### src/rtl/hdlc_rx_drain.sv
// rtl/hdlc_rx_drain.sv - autonomous HDLC Rx controller: polls Rx_SC, streams good frames, drops bad ones
module hdlc_rx_drain #(
  parameter int POLL_INTERVAL = 16,
  parameter int FCS_EN        = 1,
  parameter int MAX_FRAME     = 126
) (
  input  logic        clk_i,
  input  logic        rst_ni,
  input  logic        enable_i,
  output logic [2:0]  address_o,
  output logic        write_enable_o,
  output logic        read_enable_o,
  output logic [7:0]  data_in_o,
  input  logic [7:0]  data_out_i,
  output logic [7:0]  m_data_o,
  output logic        m_valid_o,
  input  logic        m_ready_i,
  output logic        m_last_o,
  output logic        m_err_o,
  output logic [15:0] frame_cnt_o,
  output logic [15:0] drop_cnt_o
);

  typedef enum logic [3:0] {
    S_CFG, S_WAIT, S_POLL_RD, S_POLL_CHK, S_LEN_RD,
    S_LEN_CHK, S_BYTE_RD, S_BYTE_CHK, S_OUT, S_DROP
  } state_e;

  localparam logic        FCS_BIT   = (FCS_EN != 0);
  localparam logic [7:0]  CFG_WORD  = {2'b00, FCS_BIT, 5'b00000};
  localparam logic [7:0]  DROP_WORD = {2'b00, FCS_BIT, 3'b000, 1'b1, 1'b0};
  localparam logic [15:0] WAIT_LOAD = 16'(POLL_INTERVAL - 1);
  localparam logic [7:0]  MAX_LEN   = 8'(MAX_FRAME);
  localparam logic [2:0]  A_SC      = 3'd2;
  localparam logic [2:0]  A_BUFF    = 3'd3;
  localparam logic [2:0]  A_LEN     = 3'd4;

  state_e      state_q, state_d;
  logic [15:0] wait_q, wait_d;
  logic [7:0]  rem_q, rem_d;
  logic        ovf_q, ovf_d;
  logic [2:0]  addr_q, addr_d;
  logic        we_q, we_d;
  logic        re_q, re_d;
  logic [7:0]  din_q, din_d;
  logic [7:0]  mdata_q, mdata_d;
  logic [15:0] frame_q, frame_d;
  logic [15:0] drop_q, drop_d;

  // State and registered bus/stream outputs; bus strobes are set on entry to the owning state
  always_ff @(posedge clk_i or negedge rst_ni) begin
    if (!rst_ni) begin
      state_q <= S_CFG;
      wait_q  <= '0;
      rem_q   <= '0;
      ovf_q   <= 1'b0;
      addr_q  <= '0;
      we_q    <= 1'b0;
      re_q    <= 1'b0;
      din_q   <= '0;
      mdata_q <= '0;
      frame_q <= '0;
      drop_q  <= '0;
    end else begin
      state_q <= state_d;
      wait_q  <= wait_d;
      rem_q   <= rem_d;
      ovf_q   <= ovf_d;
      addr_q  <= addr_d;
      we_q    <= we_d;
      re_q    <= re_d;
      din_q   <= din_d;
      mdata_q <= mdata_d;
      frame_q <= frame_d;
      drop_q  <= drop_d;
    end
  end

  // Next-state logic; strobes default low so each lasts exactly one cycle
  always_comb begin
    state_d = state_q;
    wait_d  = wait_q;
    rem_d   = rem_q;
    ovf_d   = ovf_q;
    addr_d  = addr_q;
    we_d    = 1'b0;
    re_d    = 1'b0;
    din_d   = din_q;
    mdata_d = mdata_q;
    frame_d = frame_q;
    drop_d  = drop_q;
    case (state_q)
      S_CFG: begin
        we_d    = 1'b1;
        addr_d  = A_SC;
        din_d   = CFG_WORD;
        wait_d  = WAIT_LOAD;
        state_d = S_WAIT;
      end
      S_WAIT: begin
        if (wait_q != 16'd0) begin
          wait_d = wait_q - 16'd1;
        end else if (enable_i) begin
          re_d    = 1'b1;
          addr_d  = A_SC;
          state_d = S_POLL_RD;
        end
      end
      S_POLL_RD: state_d = S_POLL_CHK;
      S_POLL_CHK: begin
        if (data_out_i[0]) begin
          ovf_d   = data_out_i[4];
          re_d    = 1'b1;
          addr_d  = A_LEN;
          state_d = S_LEN_RD;
        end else if (data_out_i[2] | data_out_i[3]) begin
          we_d    = 1'b1;
          addr_d  = A_SC;
          din_d   = DROP_WORD;
          state_d = S_DROP;
        end else begin
          wait_d  = WAIT_LOAD;
          state_d = S_WAIT;
        end
      end
      S_LEN_RD: state_d = S_LEN_CHK;
      S_LEN_CHK: begin
        rem_d = data_out_i;
        if ((data_out_i == 8'd0) || (data_out_i > MAX_LEN)) begin
          we_d    = 1'b1;
          addr_d  = A_SC;
          din_d   = DROP_WORD;
          state_d = S_DROP;
        end else begin
          re_d    = 1'b1;
          addr_d  = A_BUFF;
          state_d = S_BYTE_RD;
        end
      end
      S_BYTE_RD: state_d = S_BYTE_CHK;
      S_BYTE_CHK: begin
        mdata_d = data_out_i;
        state_d = S_OUT;
      end
      S_OUT: begin
        if (m_ready_i) begin
          rem_d = rem_q - 8'd1;
          if (rem_q == 8'd1) begin
            frame_d = frame_q + 16'd1;
            wait_d  = WAIT_LOAD;
            state_d = S_WAIT;
          end else begin
            re_d    = 1'b1;
            addr_d  = A_BUFF;
            state_d = S_BYTE_RD;
          end
        end
      end
      S_DROP: begin
        drop_d  = drop_q + 16'd1;
        wait_d  = WAIT_LOAD;
        state_d = S_WAIT;
      end
      default: state_d = S_CFG;
    endcase
  end

  assign address_o      = addr_q;
  assign write_enable_o = we_q;
  assign read_enable_o  = re_q;
  assign data_in_o      = din_q;
  assign m_data_o       = mdata_q;
  assign m_valid_o      = (state_q == S_OUT);
  assign m_last_o       = m_valid_o & (rem_q == 8'd1);
  assign m_err_o        = m_last_o & ovf_q;
  assign frame_cnt_o    = frame_q;
  assign drop_cnt_o     = drop_q;

endmodule

### config.mk
export PLATFORM = sky130hd
export DESIGN_NAME = hdlc_rx_drain
export DESIGN_NICKNAME = d
export VERILOG_FILES = /design/src/rtl/hdlc_rx_drain.sv
export SDC_FILE = /design/constraint.sdc
export NUM_CORES = 1
export LEC_CHECK = 0
export CAP_MARGIN = 10
export CORE_MARGIN = 2
export CORE_UTILIZATION = 40
export CTS_BUF_LIST = sky130_fd_sc_hd__clkbuf_8 sky130_fd_sc_hd__clkbuf_16
export DETAILED_ROUTE_END_ITERATION = 10
export PLACE_DENSITY = 0.65
export RECOVER_POWER = 100
export SLEW_MARGIN = 15
export SYNTH_ARGS = -nofsm -noshare
export SYNTH_HDL_FRONTEND = slang
export SYNTH_SLANG_ARGS = --single-unit
### constraint.sdc
create_clock -name clk_i -period 2.1 [get_ports clk_i]
set_clock_uncertainty 0.1 [all_clocks]
set_input_delay 0.525 -clock clk_i [delete_from_list [all_inputs] [get_ports clk_i]]
set_output_delay 0.525 -clock clk_i [all_outputs]
set_load 0.05 [all_outputs]
After elaboration in Yosys (flattened, before gate mapping)
Cells that the tools add are included.
Cells by class
  add/sub/neg operators: 4
  magnitude comparators: 1
  equality and inequality tests: 21
  multiplexer cells: 39
  bitwise gates (word level): 3
  reductions and logical operators: 16
Operator list (count)
  two-way mux 16 bit: 5
  case mux 16 bit (4 select lines): 1
  case mux 4 bit (9 select lines): 1
  adder 16 x 1 -> 16 bit, second input constant: 2
  two-way mux 8 bit: 4
  two-way mux 4 bit: 6
  case mux 8 bit (3 select lines): 1
  two-way mux 3 bit: 7
  equality test 4 x 3 -> 1 bit, second input constant: 4
  inequality test 2 bit, second input constant: 8
  case mux 8 bit (2 select lines): 1
  nonzero test 16 bit: 1
  subtractor 16 x 1 -> 16 bit, second input constant: 1
  case mux 3 bit (5 select lines): 1
  AND reduction 6 bit: 2
  two-way mux 1 bit: 10
  equality test 4 x 2 -> 1 bit, second input constant: 2
  equality test 4 bit, second input constant: 2
  equality test 8 x 1 -> 1 bit, second input constant: 1
  greater-than comparator 8 x 7 -> 1 bit, second input constant: 1
  zero test 8 bit: 1
  subtractor 8 x 1 -> 8 bit, second input constant: 1
  AND reduction 3 bit: 2
  nonzero test 5 bit: 1
  15 further kinds: 18
Storage, ports and cells
  bits in registers: 82
  input port bits: 12
  output and inout port bits: 56
  logic and storage cells: 95

Logic depth before layout (Yosys ltp)
  word-level depth: 4
  mapped depth: 8
  mapped depth without buffers: 7

Least setup slack after synthesis
OpenSTA, ideal clock, no wires.
  path kind: reg2out
  start point: register state_q[1]
  end point: output m_err_o
  arrival time: 2.277 ns
  required time: 1.475 ns
  setup slack: -0.802 ns
  stages on the path, launching flop included: 5
  buffers on the path: 1
  cells stage by stage: dfrtp_1 -> or4b_1 -> inv_2 -> clkbuf_1 -> and3_1
On the way
  word-level cells in the longest chain between the ends: 3
RTL lines
  from (decl): RTL line 38  | state_e state_q, state_d;
  from (signal assigned): RTL line 65  | state_q <= state_d;
  equality test 4 bit: RTL line 173  | assign m_valid_o = (state_q == S_OUT);
  net m_valid_o: RTL line 16  | output logic m_valid_o,
  AND 1 bit: RTL line 174  | assign m_last_o = m_valid_o & (rem_q == 8'd1);
  AND 1 bit: RTL line 175  | assign m_err_o = m_last_o & ovf_q;
  to (decl): RTL line 19  | output logic m_err_o,
The timed path passes the listed nets, and every way through them passes these cells.

Worst setup path in the final report
  start point: register state_q[2]
  end point: output m_err_o
On the way
  word-level cells in the longest chain between the ends: 3
RTL lines (RTL line)
  equality test 4 bit: 173
  AND 1 bit: 174
  AND 1 bit: 175
Every way passes these cells.

==> impl_metrics.env <==
export IMPL_grt_max_degree=32
export IMPL_initial_core_util_pct=41.05
export IMPL_clk_latency_ns=0.36
export IMPL_placed_area_um2=5122
export IMPL_start_kind="flip-flop"
export IMPL_switchingPower_uw=3138
export IMPL_synthArstFlopShare_pct=100.0
export IMPL_min_period_over_period_pct=114.2
export IMPL_grt_ovfl_total=0
export IMPL_ir_drop_mv=0.8908
export IMPL_violations="setup timing"
export IMPL_die_x_um=103.9
export IMPL_reg2reg_slack_ns=-0.15
export IMPL_path_class="flip-flop to output pin"
export IMPL_slew_headroom_pct=53.86
export IMPL_synth_flop_cell="dfrtp_1"
export IMPL_ios=68
export IMPL_synth_cell_types=65
export IMPL_whs_ns=0.3854
export IMPL_grt_setup_unrepaired="true"
export IMPL_dp_hpwl_mm=7.443
export IMPL_final_setup_viol_count=23
export IMPL_ys_ff_latch=76
export IMPL_syn2layout_area_growth_pct=38.85
export IMPL_tightest_slew_ns=0.6920
export IMPL_status="finished with violations"
export IMPL_r2r_start="state_q[1]"
export IMPL_reg2reg_depth=7
export IMPL_seq_power_share_pct=29.6
export IMPL_synth_edff_count=0
export IMPL_netlist_area_um2=3994
export IMPL_antenna_found_initial=0
export IMPL_cp_max_fo=4
export IMPL_clock_sinks=76
export IMPL_diodes=0
export IMPL_core_um2=9729
export IMPL_drtIter0Drc=207
export IMPL_postRouteWirelength_mm=10.47
export IMPL_final_nets=555
export IMPL_root_buffer="clkbuf_8"
export IMPL_viasPerCell=5.253
export IMPL_firstDrtPassIters=4
export IMPL_cts_tree="built"
export IMPL_numCtsBuffers=9
export IMPL_utilization_pct=57.00
export IMPL_period_minus_slack_ns=2.398
export IMPL_hold_viol=0
export IMPL_startpoint="state_q[2]"
export IMPL_pwr_share_clk_pct=18.0
export IMPL_ctsHtreeMaxLevel=3
export IMPL_setup_ws_ns=-0.2977
export IMPL_maxCapViolations=0
export IMPL_synth_top_cell_area_share_pct=47.62
export IMPL_postLayoutCellArea_um2=5545
export IMPL_yosysWarnings=0
export IMPL_clockBufferDepth=2
export IMPL_worstPathArrival_ns=1.77
export IMPL_antenna_left=0
export IMPL_power_frac_comb_pct=52.4
export IMPL_die_y_um=103.9
export IMPL_synthCells=398
export IMPL_place_gp_congestion=0.8666
export IMPL_switching_share_pct=43.55
export IMPL_seq_area_frac_synth_pct=47.62
export IMPL_crit_path_end="m_err_o"
export IMPL_drive_gt1_share_pct=31.18
export IMPL_worstReg2RegEnd="drop_cnt_o[15]"
export IMPL_cp_required_ns=1.47
export IMPL_finalMaxSlewViolations=0
export IMPL_numPortBuffers=61
export IMPL_yosys_area_top_type="dfrtp_1"
export IMPL_cts_clk_slew_worst_paths_ns=0.10
export IMPL_wl_per_cell_um=15.52
export IMPL_power_density_nw_per_um2=1299
export IMPL_rows=36
export IMPL_grt_pass1_vias=3367
export IMPL_nFillCells=899
export IMPL_syn_avg_cell_area_um2=10.03
export IMPL_synth_area_leaders="dfrtp_1, xnor2_1, nor2_1, mux2_2, nand3_1"
export IMPL_dieArea_um2=10800
export IMPL_grt_pass1_wl_mm=16.69
export IMPL_fmax_mhz=417.1
export IMPL_end_kind="output pin"
export IMPL_track_usage_pct=19.09
export IMPL_drc_errors=0
export IMPL_cellLeakagePower_uw=0.002500
export IMPL_p_int_uw=4068
export IMPL_hold_class="flip-flop to flip-flop"
export IMPL_via_count=3546
-- stage by stage --
step                      TNS (ns)  total power [µW]  worst slack (ns)  std cells
after global routing        -5.059              7650           -0.3449        675
final                       -2.036              7206           -0.2977        675
after floorplan           -0.02672              4267          -0.01442        403
after global placement      -5.134              5478           -0.3345        638
after CTS                   -1.503              7022           -0.3134        658
after detailed placement    -5.614              5540           -0.3515        638
-- synthesized netlist by cell type, drive strengths merged, types with 2 or more instances --
master	number
dfrtp	76
nor2	32
xnor2	27
o21ai	26
nand2	22
nand3	21
clkbuf	16
nor3	15
a21oi	14
and3	11
mux2	11
nor4	10
inv	9
and2	7
buf	7
ha	6
a31oi	5
and4	5
nand4	5
o22a	5
or4	5
a21o	4
o31a	4
xor2	4
a211oi	3
a21boi	3
nor4b	3
o211ai	3
o21a	3
or2	3
a2111oi	2
a21bo	2
a22o	2
nand2b	2
nand3b	2
nor2b	2
nor4bb	2
o21bai	2
or4b	2
-- flip-flops by register name, summed over array words and instances, names as in the netlist --
signal,cells
state_q,4
rem_q,8
ovf_q,1
write_enable_o,1
drop_cnt_o,16
read_enable_o,1
address_o,3
wait_q,16
data_in_o,2
m_data_o,8
frame_cnt_o,16
-- critical path, cell delays in order, from the launching register on --
cell     delay (ns)
dfrtp_1        0.40
or4b_4         0.59
inv_4          0.08
and3_4         0.21
buf_12         0.14
-- worst min path at each step --
stage                endpoint           start  cells past startpoint
2_1_floorplan    address_o[0]          rst_ni                      0
3_3_place_gp   drop_cnt_o[15]  drop_cnt_o[15]                      1
3_5_place_dp       wait_q[11]      wait_q[11]                      1
4_1_cts            wait_q[11]      wait_q[11]                      1
5_1_grt        drop_cnt_o[15]  drop_cnt_o[15]                      1
6_report       drop_cnt_o[15]  drop_cnt_o[15]                      1
-- cells by family after synthesis --
kind of cell,share of synthesized area (%)
simple gates,21.90
xor+xnor,6.798
buf+inv,3.665
mux,3.352
other cells,0.09389
flops,47.62
compound gates,14.69
fa+ha+maj,1.880
-- cell type report --
| cell class | instances | area (µm²) | share of cell area, % |
|---|---|---|---|
| multi-input cells | 295 | 2181 | 39.33 |
| inverters | 9 | 36.28 | 0.6543 |
| clock buffers | 9 | 123.9 | 2.234 |
| flip-flops and latches | 76 | 1902 | 34.30 |
| repair buffers | 146 | 1031 | 18.59 |
| well taps | 133 | 166.4 | 3.001 |
| clock inverters | 7 | 105.1 | 1.895 |
-- what timing repair did --
action                                  4_1_cts  5_1_grt
pin swaps                                     3       11
gates cloned                                  0        1
setup buffers                                 3       16
hold buffers                                  1        0
hold endpoints to repair                     24        0
resized for setup                            19       40
endpoints found under the setup margin       27       36
-- power by group through the flow --
| stage | clock network, µW | logic (µW) | registers (µW) |
|---|---|---|---|
| after floorplan | 0 | 1590 | 2670 |
| final | 1290 | 3780 | 2130 |
| after detailed placement | 0 | 3420 | 2120 |
| after CTS | 1330 | 3570 | 2120 |
| after global placement | 0 | 3360 | 2120 |
| after global routing | 1410 | 4060 | 2180 |
-- cells in the final DEF, fill, tap and decap left out, types with 11 or more instances in the layout --
| master | n |
|---|---|
| nand2_1 | 21 |
| clkbuf_2 | 11 |
| xnor2_1 | 27 |
| dfrtp_1 | 76 |
| nand3_1 | 17 |
| clkbuf_1 | 38 |
| nor3_1 | 12 |
| buf_4 | 73 |
| a21oi_1 | 13 |
| nor2_1 | 30 |
| o21ai_1 | 15 |
-- routing by layer --
metal  up-vias  part of all wire (%)  GRT usage, %
met5         -                     0             0
met4         0                   1.2         5.792
met3        10                   4.8         3.759
met2        93                    47         29.51
met1      1730                    47         27.21
li1       1713                     -             -
(Power assumes the default switching activity.)
